File: src/rtl/cache_refill_fsm_if.sv
`timescale 1ns/1ps
`default_nettype none
// ============================================================================
// Module      : cache_refill_fsm_if
// Description : Bundles the lookup-stage, memory and refill-array signals of
//               the data-cache miss handler into one interface.
//               master = the refill FSM, slave = its environment.
// Revision    : 1.0 - initial release
// ============================================================================
interface cache_refill_fsm_if #(
    parameter int WAY      = 2,
    parameter int INDEXLEN = 8,
    parameter int TAGLEN   = 20
);
    localparam int WAYW = (WAY > 1) ? $clog2(WAY) : 1;

    // Lookup stage -> miss handler
    logic                miss_valid;
    logic                miss_ready;
    logic [TAGLEN-1:0]   miss_tag;
    logic [INDEXLEN-1:0] miss_idx;
    logic [WAYW-1:0]     victim_way;
    logic                victim_dirty;
    logic [TAGLEN-1:0]   victim_tag;
    logic [127:0]        victim_data;

    // Memory writeback port
    logic                wr_req;
    logic [31:0]         wr_addr;
    logic [127:0]        wr_data;
    logic                wr_rdy;

    // Memory read port and return channel
    logic                rd_req;
    logic [31:0]         rd_addr;
    logic                rd_rdy;
    logic                ret_valid;
    logic                ret_last;
    logic [31:0]         ret_data;

    // Refill write into the tag/V and data arrays
    logic                refill_we;
    logic [WAYW-1:0]     refill_way;
    logic [INDEXLEN-1:0] refill_idx;
    logic [TAGLEN-1:0]   refill_tag;
    logic [127:0]        refill_data;

    // Status
    logic                done;
    logic                ret_err;

    modport master (
        input  miss_valid, miss_tag, miss_idx, victim_way, victim_dirty,
               victim_tag, victim_data, wr_rdy, rd_rdy, ret_valid, ret_last,
               ret_data,
        output miss_ready, wr_req, wr_addr, wr_data, rd_req, rd_addr,
               refill_we, refill_way, refill_idx, refill_tag, refill_data,
               done, ret_err
    );

    modport slave (
        output miss_valid, miss_tag, miss_idx, victim_way, victim_dirty,
               victim_tag, victim_data, wr_rdy, rd_rdy, ret_valid, ret_last,
               ret_data,
        input  miss_ready, wr_req, wr_addr, wr_data, rd_req, rd_addr,
               refill_we, refill_way, refill_idx, refill_tag, refill_data,
               done, ret_err
    );
endinterface
`default_nettype wire

File: src/rtl/cache_refill_fsm.sv
`timescale 1ns/1ps
`default_nettype none
// ============================================================================
// Module      : cache_refill_fsm
// Description : Data-cache miss handler. Writes back a dirty victim, fetches
//               the missing line as a 4-beat burst and issues one refill
//               write into the selected way. Outputs depend only on state and
//               latched registers.
// Revision    : 1.0 - initial release
// ============================================================================
module cache_refill_fsm #(
    parameter int WAY       = 2,
    parameter int INDEXLEN  = 8,
    parameter int TAGLEN    = 20,
    parameter int OFFSETLEN = 4
) (
    input  logic                  clk,
    input  logic                  reset,
    cache_refill_fsm_if.master    bus
);
    localparam int WAYW = (WAY > 1) ? $clog2(WAY) : 1;

    typedef enum logic [2:0] {
        S_IDLE  = 3'd0,
        S_WB    = 3'd1,
        S_RREQ  = 3'd2,
        S_RRECV = 3'd3,
        S_FILL  = 3'd4,
        S_DONE  = 3'd5
    } state_t;

    state_t              r_state;
    state_t              w_next;

    logic [TAGLEN-1:0]   r_tag;
    logic [INDEXLEN-1:0] r_idx;
    logic [WAYW-1:0]     r_way;
    logic [TAGLEN-1:0]   r_vtag;
    logic [127:0]        r_vdata;
    logic [127:0]        r_line;
    logic [1:0]          r_cnt;
    logic                r_full;    // all four words captured; later beats dropped
    logic                r_err;

    logic                w_accept;
    logic                w_beat;
    logic                w_last;

    assign w_accept = (r_state == S_IDLE) && bus.miss_valid;
    assign w_beat   = (r_state == S_RRECV) && bus.ret_valid;
    assign w_last   = w_beat && bus.ret_last;

    // State register
    always_ff @(posedge clk) begin
        if (reset) begin
            r_state <= S_IDLE;
        end else begin
            r_state <= w_next;
        end
    end

    // Next-state decode; handshake inputs only matter in their own state
    always_comb begin
        w_next = r_state;
        case (r_state)
            S_IDLE:  if (bus.miss_valid) w_next = bus.victim_dirty ? S_WB : S_RREQ;
            S_WB:    if (bus.wr_rdy)     w_next = S_RREQ;
            S_RREQ:  if (bus.rd_rdy)     w_next = S_RRECV;
            S_RRECV: if (w_last)         w_next = S_FILL;
            S_FILL:  w_next = S_DONE;
            S_DONE:  w_next = S_IDLE;
            default: w_next = S_IDLE;
        endcase
    end

    // Miss latches, line assembly, beat counter and sticky error flag
    always_ff @(posedge clk) begin
        if (reset) begin
            r_tag   <= '0;
            r_idx   <= '0;
            r_way   <= '0;
            r_vtag  <= '0;
            r_vdata <= '0;
            r_line  <= '0;
            r_cnt   <= 2'd0;
            r_full  <= 1'b0;
            r_err   <= 1'b0;
        end else begin
            if (w_accept) begin
                r_tag   <= bus.miss_tag;
                r_idx   <= bus.miss_idx;
                r_way   <= bus.victim_way;
                r_vtag  <= bus.victim_tag;
                r_vdata <= bus.victim_data;
                // Clearing here makes missing words read as zero after an early last
                r_line  <= '0;
                r_cnt   <= 2'd0;
                r_full  <= 1'b0;
            end
            if (r_state == S_RREQ) begin
                r_cnt  <= 2'd0;
                r_full <= 1'b0;
            end
            if (w_beat && !r_full) begin
                r_line[{r_cnt, 5'b00000} +: 32] <= bus.ret_data;
                r_cnt <= r_cnt + 2'd1;
                if (r_cnt == 2'd3) begin
                    r_full <= 1'b1;
                end
            end
            // Last must coincide with the fourth stored word; anything else is an error
            if (w_last && ((r_cnt != 2'd3) || r_full)) begin
                r_err <= 1'b1;
            end
        end
    end

    assign bus.miss_ready  = (r_state == S_IDLE);
    assign bus.wr_req      = (r_state == S_WB);
    assign bus.wr_addr     = {r_vtag, r_idx, {OFFSETLEN{1'b0}}};
    assign bus.wr_data     = r_vdata;
    assign bus.rd_req      = (r_state == S_RREQ);
    assign bus.rd_addr     = {r_tag, r_idx, {OFFSETLEN{1'b0}}};
    assign bus.refill_we   = (r_state == S_FILL);
    assign bus.refill_way  = r_way;
    assign bus.refill_idx  = r_idx;
    assign bus.refill_tag  = r_tag;
    assign bus.refill_data = r_line;
    assign bus.done        = (r_state == S_DONE);
    assign bus.ret_err     = r_err;

endmodule
`default_nettype wire

File: src/flat_wrapper.sv
// flat-port wrapper written by rule: the top's interface ports become plain ports
module cache_refill_fsm_flat 
#(
    parameter int WAY       = 2,
    parameter int INDEXLEN  = 8,
    parameter int TAGLEN    = 20,
    parameter int OFFSETLEN = 4
)
  (clk, reset, bus_miss_valid, bus_miss_tag, bus_miss_idx, bus_victim_way, bus_victim_dirty, bus_victim_tag, bus_victim_data, bus_wr_rdy, bus_rd_rdy, bus_ret_valid, bus_ret_last, bus_ret_data, bus_miss_ready, bus_wr_req, bus_wr_addr, bus_wr_data, bus_rd_req, bus_rd_addr, bus_refill_we, bus_refill_way, bus_refill_idx, bus_refill_tag, bus_refill_data, bus_done, bus_ret_err);
  cache_refill_fsm_if #(.WAY(WAY), .INDEXLEN(INDEXLEN), .TAGLEN(TAGLEN)) bus_i ();
  input  logic clk;
  input  logic reset;
  input wire logic [$bits(bus_i.miss_valid)-1:0] bus_miss_valid;
  input wire logic [$bits(bus_i.miss_tag)-1:0] bus_miss_tag;
  input wire logic [$bits(bus_i.miss_idx)-1:0] bus_miss_idx;
  input wire logic [$bits(bus_i.victim_way)-1:0] bus_victim_way;
  input wire logic [$bits(bus_i.victim_dirty)-1:0] bus_victim_dirty;
  input wire logic [$bits(bus_i.victim_tag)-1:0] bus_victim_tag;
  input wire logic [$bits(bus_i.victim_data)-1:0] bus_victim_data;
  input wire logic [$bits(bus_i.wr_rdy)-1:0] bus_wr_rdy;
  input wire logic [$bits(bus_i.rd_rdy)-1:0] bus_rd_rdy;
  input wire logic [$bits(bus_i.ret_valid)-1:0] bus_ret_valid;
  input wire logic [$bits(bus_i.ret_last)-1:0] bus_ret_last;
  input wire logic [$bits(bus_i.ret_data)-1:0] bus_ret_data;
  output wire logic [$bits(bus_i.miss_ready)-1:0] bus_miss_ready;
  output wire logic [$bits(bus_i.wr_req)-1:0] bus_wr_req;
  output wire logic [$bits(bus_i.wr_addr)-1:0] bus_wr_addr;
  output wire logic [$bits(bus_i.wr_data)-1:0] bus_wr_data;
  output wire logic [$bits(bus_i.rd_req)-1:0] bus_rd_req;
  output wire logic [$bits(bus_i.rd_addr)-1:0] bus_rd_addr;
  output wire logic [$bits(bus_i.refill_we)-1:0] bus_refill_we;
  output wire logic [$bits(bus_i.refill_way)-1:0] bus_refill_way;
  output wire logic [$bits(bus_i.refill_idx)-1:0] bus_refill_idx;
  output wire logic [$bits(bus_i.refill_tag)-1:0] bus_refill_tag;
  output wire logic [$bits(bus_i.refill_data)-1:0] bus_refill_data;
  output wire logic [$bits(bus_i.done)-1:0] bus_done;
  output wire logic [$bits(bus_i.ret_err)-1:0] bus_ret_err;
  assign bus_i.miss_valid = bus_miss_valid;
  assign bus_i.miss_tag = bus_miss_tag;
  assign bus_i.miss_idx = bus_miss_idx;
  assign bus_i.victim_way = bus_victim_way;
  assign bus_i.victim_dirty = bus_victim_dirty;
  assign bus_i.victim_tag = bus_victim_tag;
  assign bus_i.victim_data = bus_victim_data;
  assign bus_i.wr_rdy = bus_wr_rdy;
  assign bus_i.rd_rdy = bus_rd_rdy;
  assign bus_i.ret_valid = bus_ret_valid;
  assign bus_i.ret_last = bus_ret_last;
  assign bus_i.ret_data = bus_ret_data;
  assign bus_miss_ready = bus_i.miss_ready;
  assign bus_wr_req = bus_i.wr_req;
  assign bus_wr_addr = bus_i.wr_addr;
  assign bus_wr_data = bus_i.wr_data;
  assign bus_rd_req = bus_i.rd_req;
  assign bus_rd_addr = bus_i.rd_addr;
  assign bus_refill_we = bus_i.refill_we;
  assign bus_refill_way = bus_i.refill_way;
  assign bus_refill_idx = bus_i.refill_idx;
  assign bus_refill_tag = bus_i.refill_tag;
  assign bus_refill_data = bus_i.refill_data;
  assign bus_done = bus_i.done;
  assign bus_ret_err = bus_i.ret_err;
  cache_refill_fsm #(.WAY(WAY), .INDEXLEN(INDEXLEN), .TAGLEN(TAGLEN), .OFFSETLEN(OFFSETLEN)) u_core (.clk(clk), .reset(reset), .bus(bus_i));
endmodule
File: config.mk
export PLATFORM = sky130hd
export DESIGN_NAME = cache_refill_fsm_flat
export DESIGN_NICKNAME = d
export VERILOG_FILES = /design/src/rtl/cache_refill_fsm_if.sv /design/src/rtl/cache_refill_fsm.sv /design/src/flat_wrapper.sv
export SDC_FILE = /design/constraint.sdc
export NUM_CORES = 1
export LEC_CHECK = 0
export ABC_CLOCK_PERIOD_IN_PS = 1800
export BUFFER_PORTS_ARGS = -buffer_cell sky130_fd_sc_hd__buf_2
export CORE_AREA = 3 3 221 223
export DETAILED_ROUTE_END_ITERATION = 8
export DIE_AREA = 0 0 224 226
export PLACE_DENSITY = 0.64
export SLEW_MARGIN = 10
export SYNTH_ARGS = -nofsm -noshare
export SYNTH_HDL_FRONTEND = slang
export SYNTH_SLANG_ARGS = --single-unit
File: constraint.sdc
create_clock -name clk -period 1.8 [get_ports clk]
set_input_delay 0.09 -clock clk [delete_from_list [all_inputs] [get_ports clk]]
set_output_delay 0.09 -clock clk [all_outputs]
set_load 0.01 [all_outputs]
# After elaboration in Yosys (flattened, before gate mapping)
# Cells that the tools add are included.
totals:
  ff_bits: 312
  latch_bits: 0
  ram_bits: 0
  rom_bits: 0
  in_bits: 217
  out_inout_bits: 355
  wordCells: 52
  n_memories: 0
classes:
  n_addsub: 2
  multipliers: 0
  div_mod_pow: 0
  magnitude_cmp: 0
  n_eq_ne: 11
  n_shift: 2
  n_mux: 17
  bitwise_logic: 0
  n_reduce_logical: 10
ops:
  columns: ["op", "n"]
  rows:
  - ["$mux W128", 3]
  - ["$bwmux W128", 1]
  - ["$shift A32 B9 Y128 const A", 1]
  - ["$shiftx A32 B9 Y128", 1]
  - ["$pmux W3 S5", 1]
  - ["$mux W3", 4]
  - ["$neg A7 Y9", 1]
  - ["$mux W2", 4]
  - ["$ne A2 B2 Y1 const B", 4]
  - ["$eq A3 B2 Y1 const B", 2]
  - ["$eq A3 B3 Y1 const B", 2]
  - ["$logic_and A1 B1 Y1", 5]
  - ["$mux W1", 4]
  - ["$reduce_and A4 Y1", 1]
  - ["$eq A3 B1 Y1 const B", 1]
  - ["$logic_not A3 Y1", 1]
  - ["$reduce_bool A3 Y1", 1]
  - ["$add A2 B1 Y2 const B", 1]
  - ["$eq A2 B2 Y1 const B", 1]
  - ["$ne A2 B1 Y1 const B", 1]
  - ["$logic_not A1 Y1", 1]
  - ["$logic_or A1 B1 Y1", 1]

# Logic depth before layout (Yosys ltp)
logic_depth:
  word_depth: 6
  depth_mapped: 7

# Least setup slack after synthesis
# OpenSTA, ideal clock, no wires.
synth_path:
  path_type: "register -> register"
  startpoint: "register u_core.r_cnt[0]"
  endpoint: "register u_core.r_line[125], in the netlist u_core.bus.refill_data[125]"
  setup_time_ps: 72
  arrival_time_ps: 1831
  t_required_ps: 1728
  path_slack_ps: -103
  path_stages_with_launch: 7
  path_cell_list: "dfxtp_1 -> inv_1 -> ha_1 -> nor4b_2 -> clkbuf_1 -> nand3b_1 -> mux2i_1"
synth_via:
  elab_chain_len: 4
  elab_cells_between_ends: 5
synth_rtl:
  columns: ["element", "line", "rtl"]
  rows:
  - ["start: declaration", "cache_refill_fsm.sv:41", "logic [1:0] r_cnt;"]
  - ["start signal: assignment", "cache_refill_fsm.sv:106", "r_cnt <= r_cnt + 2'd1;"]
  - ["$neg A7 Y9 (*)", "cache_refill_fsm.sv:105", "r_line[{r_cnt, 5'b00000} +: 32] <= bus.ret_data;"]
  - ["$shiftx A32 B9 Y128 or $shift A32 B9 Y128 (tied branches)", "cache_refill_fsm.sv:105", null]
  - ["$bwmux W128 (*)", "cache_refill_fsm.sv:105", null]
  - ["$mux W128 (*)", "cache_refill_fsm.sv:104", "if (w_beat && !r_full) begin"]
  - ["end signal: indexed assignment", "cache_refill_fsm.sv:105", null]
  - ["end: declaration", "cache_refill_fsm.sv:40", "logic [127:0] r_line;"]
# Every way passes the cells marked *; elsewhere a longest branch is shown, timed or not.
# A chain may end at the register's enable or synchronous reset.

# Worst setup path in the final report
layout_path:
  startpoint: "register u_core.r_state[1]"
  endpoint: "register u_core.r_line[124], in the netlist u_core.bus.refill_data[124]"
layout_via:
  elab_chain_len: 6
  elab_cells_between_ends: 9
layout_rtl:
  columns: ["element", "line", "rtl"]
  rows:
  - ["start: declaration", "cache_refill_fsm.sv:32", "state_t r_state;"]
  - ["start signal: assignment", "cache_refill_fsm.sv:58", "r_state <= w_next;"]
  - ["$logic_not A3 Y1", "cache_refill_fsm.sv:49", "assign w_accept = (r_state == S_IDLE) && bus.miss_valid;"]
  - ["$logic_and A1 B1 Y1", "cache_refill_fsm.sv:49", null]
  - ["$mux W128", "cache_refill_fsm.sv:89", "if (w_accept) begin"]
  - ["$mux W128", "cache_refill_fsm.sv:78", "if (reset) begin"]
  - ["$bwmux W128", "cache_refill_fsm.sv:105", null]
  - ["$mux W128 (*)", "cache_refill_fsm.sv:104", null]
# Every way passes the cells marked *; elsewhere a longest branch is shown, timed or not. The select of a mux whose other input is x is not followed.

==> reports/metrics.yaml <==
clockBufferDepth: 3
relSlewSlack_pct: 57.6
min_period_over_period_pct: 94.6
clk_pin_slew_ns: 0.06
wl_per_cell_microns: 17.3
slew_viol_final: 0
design_area_sq_mm: 0.0191
num_vias: 13100
synth_cell_types: 37
tns_ns: 0
pwr_density_cell_mw_per_mm2: 924
cap_violations: 0
drive_gt1_share_pct: 31.9
yosysWarningCount: 0
p_leak_nw: 9.36
gr-total-overflow: 0
core_area_sq_mm: 0.0468
vias_per_cell: 4.70
area_growth_pct: 53.0
final_nets: 2390
hold_viol: 0
syn_inst: 1454
grt_pass1_wl_mm: 71.7
dpl_worst_slack_ns: 0.0576
power_mw: 17.7
synth_seq_area_share_pct: 49.9
dpl_cell_area_sq_mm: 0.0157
die_y_microns: 226
grt_max_degree: 117
syn_area_sq_mm: 0.0125
post-dp-hpwl_mm: 32.0
dieArea_sq_mm: 0.0506
drt_first_iter_violations: 736
peakVddDrop_mv: 0.693
synth_top_area_share_pct: 49.9
synth_area_per_cell_sq_um: 8.60
tightestPinTransition_ns: 0.636
critPathMaxFanout: 14
dieWidth_microns: 224
tritoncts: "built"
diodes: 0
crit_arrival_ns: 2.16
fin_hold_ws_ns: 0.175
cts_inserted_buffers: 36
fin_crit_ns: 1.70
ys_ff_latch: 312
routabilityCongestion: 0.823
ant_nets: 0
ys_top_cells_by_area: "dfxtp_1 (50%), nand2_1 (13%), mux2i_1 (10%), a21oi_1 (7.2%), nand3_1 (5.8%)"
finalSetupViolations: 0
dr.pass1.iters: 5
synthFlopType: "dfxtp_1"
yosysMostFrequentCell: "nand2_1"
crit_required_ns: 2.25
status: "completed"
yosysTopAreaCell: "dfxtp_1"
cts_sinks: 312
drc: 0
fmax_mhz: 587
port_buffers: 563
cts_max_level: 2
endpoint_kind: "flop"
initial_core_util_pct: 26.8
clkLatencyLatePin_ns: 0.54
synthArstFlopShare_pct: 0
path_class: "flop to flop"
root_buffer: "clkbuf_16"
grt_pass1_vias: 13100
min-delay-path-class: "input port to flop"
drt_wl_total_mm: 48.3
startpoint_type: "flop"
track_usage_pct: 17.5
netlist_top_cells_count: "nand2_1 (445), dfxtp_1 (312), a21oi_1 (181)"
skew_ns: 0.0316
synth_edf_count: 0
fin_ws_ns: 0.0963
antenna_found_initial: 1
std_cell_rows: 79
io_pins: 572
-- layout by cell type, fill, tap and decap left out, types with 19 or more instances in the layout --
master         instances
buf_2                562
nand2_1              445
dfxtp_1              312
dlygate4sd3_1        216
a21oi_1              181
nand3_1              145
mux2i_1              129
clkbuf_16             37
buf_4                 33
buf_12                19
-- worst max-delay path, cell delays in order (launching register included) --
cell and delay, ns:
dfxtp_1 0.33, buf_4 0.21, and4b_1 0.42, nand3b_1 0.20, buf_4 0.25, mux2i_1 0.19
-- sequential cells by signal, summed over array words and instances, names as in the netlist --
signal	count
u_core.bus.refill_tag	20
u_core.r_cnt	2
u_core.bus.wr_data	128
u_core.bus.refill_data	128
u_core.bus.refill_idx	8
u_core.r_state	3
u_core.bus.refill_way	1
u_core.r_full	1
u_core.bus.ret_err	1
u_core.r_vtag	20
-- per-layer routing --
metal	GRT usage (%)	part of all wire, %	vias up
met5	0	0	-
met4	5.55	2.7	0
met3	4.64	7.7	117
met2	30.6	50	622
met1	21.1	40	6189
li1	-	-	6207
-- path summary, 6_finish.rpt --
path	startpoint	to	slack, ns	depth (start not counted)
worst max-delay path	u_core.r_state[1]	u_core.bus.refill_data[124]	0.1	5
worst min-delay path	bus_victim_dirty	u_core.r_state[0]	0.17	4
worst max register to register	u_core.r_state[1]	u_core.bus.refill_data[124]	0.1	5
worst min register to register	u_core.bus.wr_data[118]	u_core.bus.wr_data[118]	0.45	2
-- power breakdown --
part	leakage, nW	internal [mW]	switching [mW]
logic	6.27	1.26	1.66
registers	2.54	7.25	0.207
clock network	0.554	4.39	2.91
-- final cells by class --
type	instances	area, sq um
Clock buffer	50	983
Clock inverter	9	166
Fill cell	4423	27600
Inverter	3	13.8
Multi-Input combinational cell	977	5270
Sequential cell	312	6250
Tap cell	607	759
Timing Repair Buffer	837	5700
-- repair_timing --
item / in CTS / in global routing
endpoints found under the setup margin: 0 / 49
resized for setup: 0 / 5
hold buffers: 216 / 0
hold endpoints to repair: 312 / 0
setup buffers: 0 / 3
-- through the flow --
step	instances	util, %
after floorplan	1461	-
after global placement	2515	33.7
after detailed placement	2515	33.7
after CTS	2790	40.8
after global routing	2795	40.9
final	2795	40.9
-- logic make-up after synthesis --
family | count (synthesis) | synth area share [%]
and+or+nand+nor | 643 | 22.7
muxes | 129 | 10.3
DFF | 312 | 49.9
adders and majority gates | 6 | 0.600
AOI/OAI and AO/OA | 191 | 7.85
other | 1 | 0.0300
buffers and inverters | 172 | 8.57
(Power assumes the default switching activity.)
